$ cat config.mk
export PLATFORM = sky130hd
export DESIGN_NAME = serial_subtractor
export DESIGN_NICKNAME = d
export VERILOG_FILES = /design/src/rtl/serial_subtractor.sv
export SDC_FILE = /design/constraint.sdc
export NUM_CORES = 1
export LEC_CHECK = 0
export CAP_MARGIN = 10
export CORE_ASPECT_RATIO = 1.75
export CORE_MARGIN = 2
export CORE_UTILIZATION = 50
export CTS_CLUSTER_SIZE = 25
export DETAILED_ROUTE_END_ITERATION = 6
export PLACE_DENSITY = 0.84
export SKIP_LAST_GASP = 1
export SLEW_MARGIN = 5
export SYNTH_ARGS = -nofsm -noshare
export SYNTH_HDL_FRONTEND = slang
export SYNTH_SLANG_ARGS = --single-unit
$ cat constraint.sdc
create_clock -name clk -period 1.6 [get_ports clk]
set_input_delay 0.24 -clock clk [delete_from_list [all_inputs] [get_ports clk]]
set_output_delay 0.24 -clock clk [all_outputs]
set_load 0.02 [all_outputs]
$ cat src/rtl/serial_subtractor.sv
// -----------------------------------------------------------------------------
// serial_subtractor
//
// Bit-serial unsigned subtractor computing (a - b) mod 2^WIDTH, one bit per
// clock, LSB first. Two half-subtractor stages are chained through a registered
// borrow flip-flop. A start/done handshake launches an operation and reports a
// registered difference and borrow-out.
//
// Ports:
//   clk    in   1      rising-edge clock
//   rst    in   1      synchronous, active-high reset
//   start  in   1      request a subtraction (honoured only while idle)
//   a      in   WIDTH  minuend, sampled on the accepting edge only
//   b      in   WIDTH  subtrahend, sampled on the accepting edge only
//   busy   out  1      high while an operation is running or completing
//   done   out  1      one-cycle pulse: diff/borrow were just updated
//   diff   out  WIDTH  registered (a - b) mod 2^WIDTH of the last operation
//   borrow out  1      registered borrow-out of the last operation (a < b)
// -----------------------------------------------------------------------------
module serial_subtractor #(
  parameter int WIDTH = 8
) (
  input  logic             clk,
  input  logic             rst,
  input  logic             start,
  input  logic [WIDTH-1:0] a,
  input  logic [WIDTH-1:0] b,
  output logic             busy,
  output logic             done,
  output logic [WIDTH-1:0] diff,
  output logic             borrow
);

  localparam int             CW       = (WIDTH > 1) ? $clog2(WIDTH) : 1;
  localparam logic [CW-1:0]  LAST_BIT = CW'(WIDTH - 1);

  typedef enum logic [1:0] {
    S_IDLE,
    S_RUN,
    S_DONE
  } state_e;

  state_e           state_q, state_d;
  logic [WIDTH-1:0] a_q, a_d;
  logic [WIDTH-1:0] b_q, b_d;
  logic [WIDTH-1:0] dacc_q, dacc_d;     // difference shift register
  logic             br_q, br_d;         // borrow flip-flop between bits
  logic [CW-1:0]    cnt_q, cnt_d;
  logic [WIDTH-1:0] diff_q, diff_d;
  logic             borrow_q, borrow_d;

  // Per-bit datapath: two half-subtractors around the borrow flip-flop.
  logic             ai, bi, t, b1, d_bit, b2, br_next;
  logic [WIDTH:0]   dacc_wide;
  logic [WIDTH-1:0] dacc_shift;

  always_comb begin
    ai         = a_q[0];
    bi         = b_q[0];
    t          = ai ^ bi;
    b1         = ~ai & bi;
    d_bit      = t ^ br_q;
    b2         = ~t & br_q;
    br_next    = b1 | b2;
    // Shift the new bit in at the MSB; the wide form keeps WIDTH=1 legal.
    dacc_wide  = {d_bit, dacc_q};
    dacc_shift = dacc_wide[WIDTH:1];
  end

  // NOTE: every signal written here gets a default first, so no path leaves a
  // value unassigned and no latch can be inferred.
  always_comb begin
    state_d  = state_q;
    a_d      = a_q;
    b_d      = b_q;
    dacc_d   = dacc_q;
    br_d     = br_q;
    cnt_d    = cnt_q;
    diff_d   = diff_q;
    borrow_d = borrow_q;

    unique case (state_q)
      S_IDLE: begin
        if (start) begin
          a_d     = a;
          b_d     = b;
          dacc_d  = '0;
          br_d    = 1'b0;
          cnt_d   = '0;
          state_d = S_RUN;
        end
      end

      S_RUN: begin
        dacc_d = dacc_shift;
        a_d    = a_q >> 1;
        b_d    = b_q >> 1;
        br_d   = br_next;
        cnt_d  = cnt_q + CW'(1);
        if (cnt_q == LAST_BIT) begin
          // Final bit: publish the completed result on this same edge.
          diff_d   = dacc_shift;
          borrow_d = br_next;
          state_d  = S_DONE;
        end
      end

      S_DONE: begin
        state_d = S_IDLE;
      end

      default: begin
        state_d = S_IDLE;
      end
    endcase
  end

  // NOTE: sequential state uses non-blocking assignments so every register
  // samples the pre-edge values regardless of statement order.
  always_ff @(posedge clk) begin
    if (rst) begin
      state_q  <= S_IDLE;
      a_q      <= '0;
      b_q      <= '0;
      dacc_q   <= '0;
      br_q     <= 1'b0;
      cnt_q    <= '0;
      diff_q   <= '0;
      borrow_q <= 1'b0;
    end else begin
      state_q  <= state_d;
      a_q      <= a_d;
      b_q      <= b_d;
      dacc_q   <= dacc_d;
      br_q     <= br_d;
      cnt_q    <= cnt_d;
      diff_q   <= diff_d;
      borrow_q <= borrow_d;
    end
  end

  // busy/done decode the state register directly, so they are glitch-free
  // and have no combinational path from the inputs.
  assign busy   = (state_q != S_IDLE);
  assign done   = (state_q == S_DONE);
  assign diff   = diff_q;
  assign borrow = borrow_q;

endmodule

Word-level counts from Yosys, hierarchy flattened
Index checks and enable logic that the tools add are counted.

Input bits: 19. Bits in registers: 39. Memory bits (writable): 0. Word-level logic and storage cells: 40. ROM bits: 0. Memories kept: 0. Bits in latches: 0.

Reductions and logical operators: 6. Bitwise operators: 7. Magnitude comparators: 0. Mux-type cells: 13. Multiply operators: 0. Shifts and indexed selects: 0. Eq/ne operators: 5. $add $sub $neg: 1. Divide/modulo/power cells: 0.

Operators by type and width (count): $pmux 8 s2 (3); $mux 8 (3); $pmux 3 s2 (1); $reduce_and 2->1 (3); $mux 2 (2); $ne 2x2->1 const B (2); $pmux 2 s2 (1); $reduce_bool 2->1 (2); $add 3x1->3 const B (1); $eq 3x3->1 const B (1); $mux 3 (1); $and 1x1->1 (2); $eq 2x1->1 const B (1); $eq 2x2->1 const B (1); $logic_not 2->1 (1); $not 1->1 (2); $pmux 1 s2 (1); $xor 1x1->1 (2); $mux 1 (1); $or 1x1->1 (1).

Depth between registers and ports, before layout
Gate-level depths: netlist of the first run.

Depth in word-level cells: 5. Mapped depth: 6. Mapped depth without buffers: 5.

Worst setup path after synthesis of the first run
Ideal clock, no wire load.

Path type: register to register. Start: register cnt_q[0]. End: register borrow_q, in the netlist borrow. Stages on the path, launching flop included: 6. Arrival: 1187 ps. Required time: 1514 ps. Slack: 328 ps. Path buffers: 1. Period minus slack after synthesis: 1272 ps. Setup time: 86 ps. Path through: dfxtp_1 ha_1 ha_1 and3b_1 buf_2 a211oi_1.

Cells in the longest elaborated chain, start to end: 2.

Ends and longest elaborated chain: start: declaration (RTL line 48) `logic [CW-1:0] cnt_q, cnt_d;`; start signal: assignment (RTL line 136) `cnt_q <= cnt_d;`; $eq 3x3->1 (RTL line 100) `if (cnt_q == LAST_BIT) begin`; $reduce_and 2->1 (no source line); end signal: assignment (RTL line 138) `borrow_q <= borrow_d;`; end: declaration (RTL line 50) `logic borrow_q, borrow_d;`.

No other way between the ends. A chain may end at the register's enable or synchronous reset.

Worst setup path after layout of the first run
Start: register state_q[0]. End: output port busy.

Cells in the longest elaborated chain, start to end: 1.

Ends and longest elaborated chain: start: declaration (RTL line 43) `state_e state_q, state_d;`; start signal: assignment (RTL line 131) `state_q <= state_d;`; $reduce_bool 2->1 (RTL line 144) `assign busy = (state_q != S_IDLE);`; end: declaration (RTL line 28) `output logic busy,`.

No other way between the ends.

==> qor.yml, run 1 <==
status: "complete, no violations"
die_height_um: 77.72
synth_async_sr_flop_share_pct: 0
num_vias: 1308
synth.distinct_cells: 29
rsz0062_at_grt: "no"
vias_per_cell: 5.737
grt_pass1_wl_um: 5568
holdBufCountCts: 0
synth.largest_area_cell: "dfxtp_1"
final_area_um2: 1962
crit_type: "register to output port"
r2r-start: "cnt_q[0]"
drt_iter0_drc: 35
die_x_um: 46.13
track_usage_pct: 21.42
synth_compound_area_share_pct: 23.77
synth.area.mux_share_pct: 2.579
wl_per_cell_um: 14.60
ios: 30
syn_nets: 191
whs_ns: 0.4555
dr.pass1.iters: 4
antenna_found_initial: 0
drive_above_1_share_pct: 10.50
synth_fa_ha_area_share_pct: 2.901
crit_path_end_kind: "output port"
worstSkewPairLatency_ns: 0.30
start_util_pct: 53.03
yosysWarnings: 0
min_period_ns: 1.490
grt_pass1_vias: 1323
dieArea_um2: 3585
wl_met2_um: 1877
synth_top_area_share_pct: 48.99
final_util_pct: 67.01
cts-htree-levels: 2
min_path_cells: 2
crit_path_start_kind: "register"
avgSynthCellArea_um2: 9.188
setup_viol: 0
required_ns: 1.36
synth_top_family_by_area: "compound AO/OA/AOI/OAI gates"
cts_tree: "done"
synth_flop_cell: "dfxtp_1"
crit_arrival_ns: 1.25
syn_to_final_growth_pct: 26.35
cts_buffer_depth: 2
met1Wirelength_um: 1216
finalNetCount: 221
fin_worst_skew_ns: 0.007586
cts_buffers: 5
wl_met3_um: 147
n_antenna_cell: 0
layout.cells.non_filler: 228
drt_wl_total_um: 3328
portBuffers: 29
dp_cells: 220
drv_cap: 0
rr_worst_depth: 5
synth_simple_gate_area_share_pct: 15.07
netlist_area_um2: 1553
dpl_cell_area_um2: 1857
leakagePower_nw: 0.7468
fmax_ghz: 0.6709
maxSlewViolCount: 0
core_um2: 2928
synthCells: 169
gp_congestion: 0.7225
period_share_pct: 93.15
dp_hpwl_um: 2388
synth_xor_area_share_pct: 0
ys_top_cells_by_area: "dfxtp_1, nor2_1, a21oi_1"
hold_viol_final: 0
worst_slack_ns: 0.1096
worstHoldStart: "diff[3]"
vdd_drop_max_uv: 635.2
slew_headroom_pct: 73.42
gr-total-overflow: 0
grt_start_max_net_pins: 22
drc: 0
powerDensity_nw_per_um2: 988.5
crit_start: "state_q[0]"
seq_area_frac_synth_pct: 48.99
path_clk_slew_ns: 0.08
crit_fanout: 8
place_ws_ns: -0.05722
worst_pin_slew_ns: 0.3976
rows: 26
ant_nets: 0
ys_ff_latch: 38
clkSinkCount: 38
hp-class: "register to register"
synth-edff-count: 0
root_buffer: "clkbuf_8"
highest_layer: "met4"
-- Yosys cell counts (all sizes together), types with 2 or more instances --
library cell / number
a211oi: 5
dfxtp: 38
a22oi: 9
nand4b: 2
nand3b: 3
ha: 2
nor2: 25
nand3: 2
o21ai: 2
inv: 8
mux2i: 4
buf: 7
clkbuf: 6
o21bai: 8
nand2: 16
o32ai: 7
o311a: 4
a21oi: 14
-- metal layers --
metal  vias to the layer above  global-route usage, %
li1                        651                      -
met3                         7                  6.279
met5                         -                      0
met2                        40                  37.50
met4                         0                  10.86
met1                       610                  21.13
-- placed cells by master, fill, tap and decap left out, types with 5 or more instances in the layout --
cell / Yosys / routed
inv_1: 8 / 8
a21oi_1: 14 / 14
nor2_1: 25 / 25
o32ai_1: 7 / 7
a211oi_1: 5 / 5
buf_4: 1 / 7
clkdlybuf4s50_1: 0 / 27
o21bai_1: 7 / 7
a22oi_1: 9 / 9
clkbuf_8: 0 / 6
dfxtp_1: 38 / 36
nand2_1: 16 / 16
-- power by group --
| group | internal (mW) | total, mW | switching, mW |
|---|---|---|---|
| Sequential | 0.988 | 1.02 | 0.0274 |
| Clock | 0.346 | 0.702 | 0.356 |
| Combinational | 0.114 | 0.222 | 0.108 |
| Total | 1.45 | 1.94 | 0.491 |
-- worst max-delay path, cell delays in order, from the launching register on --
cell	delay, ns
dfxtp_2	0.37
or2_4	0.26
dlygate4sd2_1	0.32
-- layout make-up --
type,instances,area (µm²)
Tap cell,28,35.03
Inverter,8,30.03
Clock buffer,6,82.58
Timing Repair Buffer,36,340.3
Sequential cell,38,763.2
Fill cell,238,965.9
Clock inverter,2,12.51
Multi-Input combinational cell,110,698.2
-- state kept, by name, indices dropped and copies added (netlist names) --
signal   flops
state_q      2
borrow       1
a_q          8
b_q          8
br_q         1
cnt_q        3
diff         8
dacc_q       7
-- path summary, 6_finish.rpt --
path                            slack [ns]       to
worst max-delay path                  0.11     busy
worst min-delay path                  0.46  diff[3]
worst max register to register        0.12   borrow
worst min register to register        0.46  diff[3]
-- repair_timing --
| action | CTS | global route |
|---|---|---|
| gates cloned | 0 | 0 |
| resized for setup | 4 | 2 |
| buffers inserted | 0 | 0 |
| setup endpoints to repair | 9 | 11 |
-- kinds of logic (layout without fill, tap and decap cells) --
family | count (synthesis) | count (layout)
DFF | 38 | 38
and+or+nand+nor | 52 | 52
muxes | 4 | 4
buffers and inverters | 21 | 52
AOI/OAI and AO/OA | 51 | 51
adders and majority gates | 3 | 3
-- stage by stage --
stage	power, mW	setup TNS, ns
2_1_floorplan	1.175	0
3_3_place_gp	1.243	-0.003153
3_5_place_dp	1.256	-0.4618
4_1_cts	1.942	0
5_1_grt	2.003	0
6_report	1.939	0
(Power assumes the default switching activity.)
==> run 2, diff against run 1 <==
--- a/config.mk
+++ b/config.mk
@@ -8,10 +8,11 @@
 export CAP_MARGIN = 10
 export CORE_ASPECT_RATIO = 1.75
 export CORE_MARGIN = 2
-export CORE_UTILIZATION = 50
+export CORE_UTILIZATION = 55
 export CTS_CLUSTER_SIZE = 25
 export DETAILED_ROUTE_END_ITERATION = 6
-export PLACE_DENSITY = 0.84
+export DONT_BUFFER_PORTS = 1
+export PLACE_DENSITY = 0.77
 export SKIP_LAST_GASP = 1
 export SLEW_MARGIN = 5
 export SYNTH_ARGS = -nofsm -noshare
==> run 2 against run 1 <==
  * Non-clock buffer count shrank 31
  * Critical path depth shrank 1
  * Largest power group unchanged
  * Combinational power shrank 30%
  * First-iteration DRC count shrank 49%
  * Sequential power is essentially flat
  * Clock-buffer cell count grew 1
  * Core utilization shrank 6.2 points
  * Design area shrank 17%
  * Highest routed layer unchanged
  * Clock power shrank 13%
==> qor.yml, run 2 (synthesized netlist as in run 1, its figures left out) <==
status: "complete, no violations"
worst_pin_slew_ns: 0.6473
dp_hpwl_um: 2023
worst_path_max_delay_cell: "dfxtp_1"
num_vias: 1182
final_area_um2: 1637
gp_congestion: 0.8252
dp_cells: 185
reg2reg_slack_ns: 0.12
syn_to_final_growth_pct: 5.399
hp-class: "primary input to register"
period_share_pct: 94.22
crit_arrival_ns: 1.27
min_period_ns: 1.508
path_clk_slew_ns: 0.07
ff_latch_area_um2: 760.7
crit_path_end_kind: "output port"
grt_pass1_wl_um: 5133
die_x_um: 44.17
grt_start_max_net_pins: 33
cp_slowest_stage_delay_ns: 0.64
n_antenna_cell: 0
cts_tree: "done"
antenna_found_initial: 0
fin_tns_setup_ns: 0
path_cells: "or2_4"
r2r-start: "state_q[0]"
start_util_pct: 57.72
fmax_ghz: 0.6633
vias_per_cell: 6.062
cpLargestDelayFamily: "flip-flops"
drt_wl_total_um: 3056
core_um2: 2690
track_usage_pct: 21.77
drt_iter0_drc: 18
mostFrequentLayoutCells: "dfxtp_1, nor2_1, nand2_1"
ant_nets: 0
cts_buffer_depth: 2
drv_cap: 0
ios: 30
r2r-end: "a_q[4]"
worstSkewPairLatency_ns: 0.29
powerDensity_nw_per_um2: 1088
whs_ns: 0.01339
clkSinkCount: 38
worstHoldStart: "rst"
multi_input_area_um2: 690.7
slew_headroom_pct: 56.82
die_height_um: 74.29
min_path_cells: 1
root_buffer: "clkbuf_8"
crit_type: "register to output port"
dieArea_um2: 3281
hold_viol_final: 0
dr.pass1.iters: 4
cts_buffers: 5
layout_commonest_cell: "dfxtp_1"
finalNetCount: 190
layout.cells.non_filler: 195
leakagePower_nw: 0.6090
wl_per_cell_um: 15.67
cp_num_buf_inv: 0
dpl_cell_area_um2: 1528
place_ws_ns: 0.1292
drive_above_1_share_pct: 6.548
grt_pass1_vias: 1158
final_util_pct: 60.84
rsz0062_at_grt: "yes"
gr-total-overflow: 0
power.total_mw: 1.781
crit_path_start_kind: "register"
required_ns: 1.36
worst_slack_ns: 0.09247
vdd_drop_max_uv: 704.3
cts-htree-levels: 2
setup_viol: 0
rr_worst_depth: 3
holdPathEnd: "diff[7]"
rows: 25
crit_fanout: 15
maxSlewViolCount: 0
fillCellCount: 259
fin_worst_skew_ns: 0.004280
portBuffers: 0
drc: 0
cts_setup_buffers: 0
run 2: layer usage:
layer | part of all wire, % | vias up | track usage (%)
met2 | 54 | 25 | 37.25
met3 | 4.9 | 5 | 7.524
li1 | - | 591 | -
met5 | 0 | - | 0
met1 | 39 | 561 | 22.34
met4 | 2.5 | 0 | 12.79
run 2: worst max-delay path by stage:
stage          startpoint         to  cells past startpoint
6_report       state_q[0]       busy                      1
5_1_grt        state_q[0]  dacc_q[6]                      3
4_1_cts        state_q[1]       done                      2
3_5_place_dp   state_q[0]     a_q[4]                      3
3_3_place_gp   state_q[0]     a_q[3]                      3
2_1_floorplan    cnt_q[0]     borrow                      5
run 2: layout make-up:
cell class,instances,share of cell area [%]
repair buffers,5,2.752
well taps,27,2.064
inverters,8,1.835
flip-flops and latches,38,46.48
multi-input cells,110,42.20
clock buffers,7,4.664
run 2: power by group:
part / total, mW / leakage, nW / switching (mW) / internal [mW]
logic: 0.156 / 0.260 / 0.0824 / 0.0737
registers: 1.02 / 0.311 / 0.0280 / 0.988
clock network: 0.609 / 0.0383 / 0.309 / 0.300
total: 1.78 / 0.609 / 0.420 / 1.36
run 2: timing repair:
item,4_1_cts,5_1_grt
endpoints found under the hold margin,5,0
gates resized for setup,0,1
hold buffers,3,0
setup endpoints to repair,0,2
==> run 3, diff against run 2 <==
--- a/config.mk
+++ b/config.mk
@@ -8,11 +8,11 @@
 export CAP_MARGIN = 10
 export CORE_ASPECT_RATIO = 1.75
 export CORE_MARGIN = 2
-export CORE_UTILIZATION = 55
+export CORE_UTILIZATION = 60
 export CTS_CLUSTER_SIZE = 25
 export DETAILED_ROUTE_END_ITERATION = 6
 export DONT_BUFFER_PORTS = 1
-export PLACE_DENSITY = 0.77
+export PLACE_DENSITY = 0.83
 export SKIP_LAST_GASP = 1
 export SLEW_MARGIN = 5
 export SYNTH_ARGS = -nofsm -noshare
==> run 3 against run 2 <==
  * Sequential share of layout area is 0.14 points higher
  * Clock power grew 11%
  * Clock-buffer cell count down 1
  * Global-route usage shrank 0.89 points
  * Maximum frequency grew 2.6%
  * Final cell count is 1.0% lower
  * Power grew 3.5%
  * Sequential power about the same
  * Wire length down 5.9%
  * Register-to-register slack gained 0.09 ns
  * Critical path type unchanged
  * Largest cell class unchanged
==> qor.yml, run 3 (synthesized netlist as in run 1, its figures left out) <==
path_clk_slew_ns: 0.07
fin_worst_skew_ns: 0.006643
grt_pass1_vias: 1213
status: "complete, no violations"
layout_commonest_cell: "dfxtp_1"
fmax_ghz: 0.6803
vdd_drop_max_uv: 708.3
cts_tree: "done"
rsz0062_at_grt: "no"
worst_pin_slew_ns: 0.4025
grt_pass1_wl_um: 4864
grtUsageMet3_pct: 5.290
start_util_pct: 63.06
crit_type: "register to output port"
antenna_found_initial: 0
cts-htree-levels: 2
num_vias: 1202
power.total_mw: 1.843
cts_setup_buffers: 0
gr-total-overflow: 0
dp_hpwl_um: 2022
crit_fanout: 10
crit_path_end_kind: "output port"
hold_viol_final: 0
period_share_pct: 91.87
globalRoute.busiestLayer: "met2"
syn_to_final_growth_pct: 5.076
drv_cap: 0
worstSkewPairLatency_ns: 0.29
drive_above_1_share_pct: 8.982
leakagePower_nw: 0.6103
track_usage_pct: 20.89
core_um2: 2462
die_x_um: 42.46
die_height_um: 71.30
drc: 0
dr.pass1.iters: 4
root_buffer: "clkbuf_8"
powerDensity_nw_per_um2: 1130
gp_congestion: 0.7246
crit_arrival_ns: 1.23
maxSlewViolCount: 0
fin_tns_setup_ns: 0
ant_nets: 0
n_antenna_cell: 0
cts_buffers: 5
dieArea_um2: 3027
rows: 24
vias_per_cell: 6.228
grt_start_max_net_pins: 39
met2_usage_pct: 39.15
mostFrequentLayoutCells: "dfxtp_1, nor2_1, nand2_1"
setup_viol: 0
drt_iter0_drc: 27
crit_path_start_kind: "register"
ios: 30
hp-class: "primary input to register"
slew_headroom_pct: 73.13
drt_wl_total_um: 2877
portBuffers: 0
cts_buffer_depth: 2
grtUsageMet1_pct: 20.52
wl_per_cell_um: 14.91
finalNetCount: 188
required_ns: 1.36
min_period_ns: 1.470
clkSinkCount: 38
holdBufCountCts: 0
[run 3: report_power, final]
| part | switching (mW) | total (mW) | internal (mW) |
|---|---|---|---|
| Sequential | 0.0271 | 1.01 | 0.988 |
| Combinational | 0.0794 | 0.151 | 0.0712 |
| Clock | 0.332 | 0.678 | 0.346 |
| Total | 0.439 | 1.84 | 1.40 |
[run 3: worst paths after layout]
kind	cells after the start	slack [ns]	start	to
setup / recovery	2	0.13	state_q[1]	done
hold / removal	1	0.01	rst	diff[7]
setup reg to reg	5	0.21	cnt_q[0]	borrow
hold reg to reg	2	0.46	dacc_q[1]	diff[0]
[run 3: worst max-delay path: stages (launching register included)]
cell,delay (ns)
dfxtp_1,0.49
inv_1,0.20
nor2_2,0.25
[run 3: per-layer routing]
layer,part of all wire [%],vias up
met1,38,575
met3,4.7,5
met2,56,31
met5,0,-
met4,1.3,0
li1,-,591
[run 3: area by class of cell]
class	instances	area, µm²
fill	215	830.8
multi-input combinational	110	690.7
inverter	8	30.03
timing repair buffer	3	22.52
clock inverter	2	12.51
sequential	38	760.7
clock buffer	6	82.58
tap	26	32.53
[run 3: timing repair]
| action | CTS | global route |
|---|---|---|
| endpoints found under the setup margin | 0 | 1 |
| resized for setup | 0 | 1 |
| endpoints found under the hold margin | 0 | 0 |
[run 3: through the flow]
stage               hold slack, ns  util, %  setup WS [ns]  instance area [µm²]  instances
finish                    0.009509    66.26         0.1301                 1632        193
global route              0.001410    66.26        0.08022                 1632        193
CTS                       0.005042    66.16        0.04774                 1629        193
detailed placement          0.3147    62.30         0.2239                 1534        185
global placement            0.3130    62.30         0.2933                 1534        185
floorplan                   0.4036        -         0.3279                 1553        169
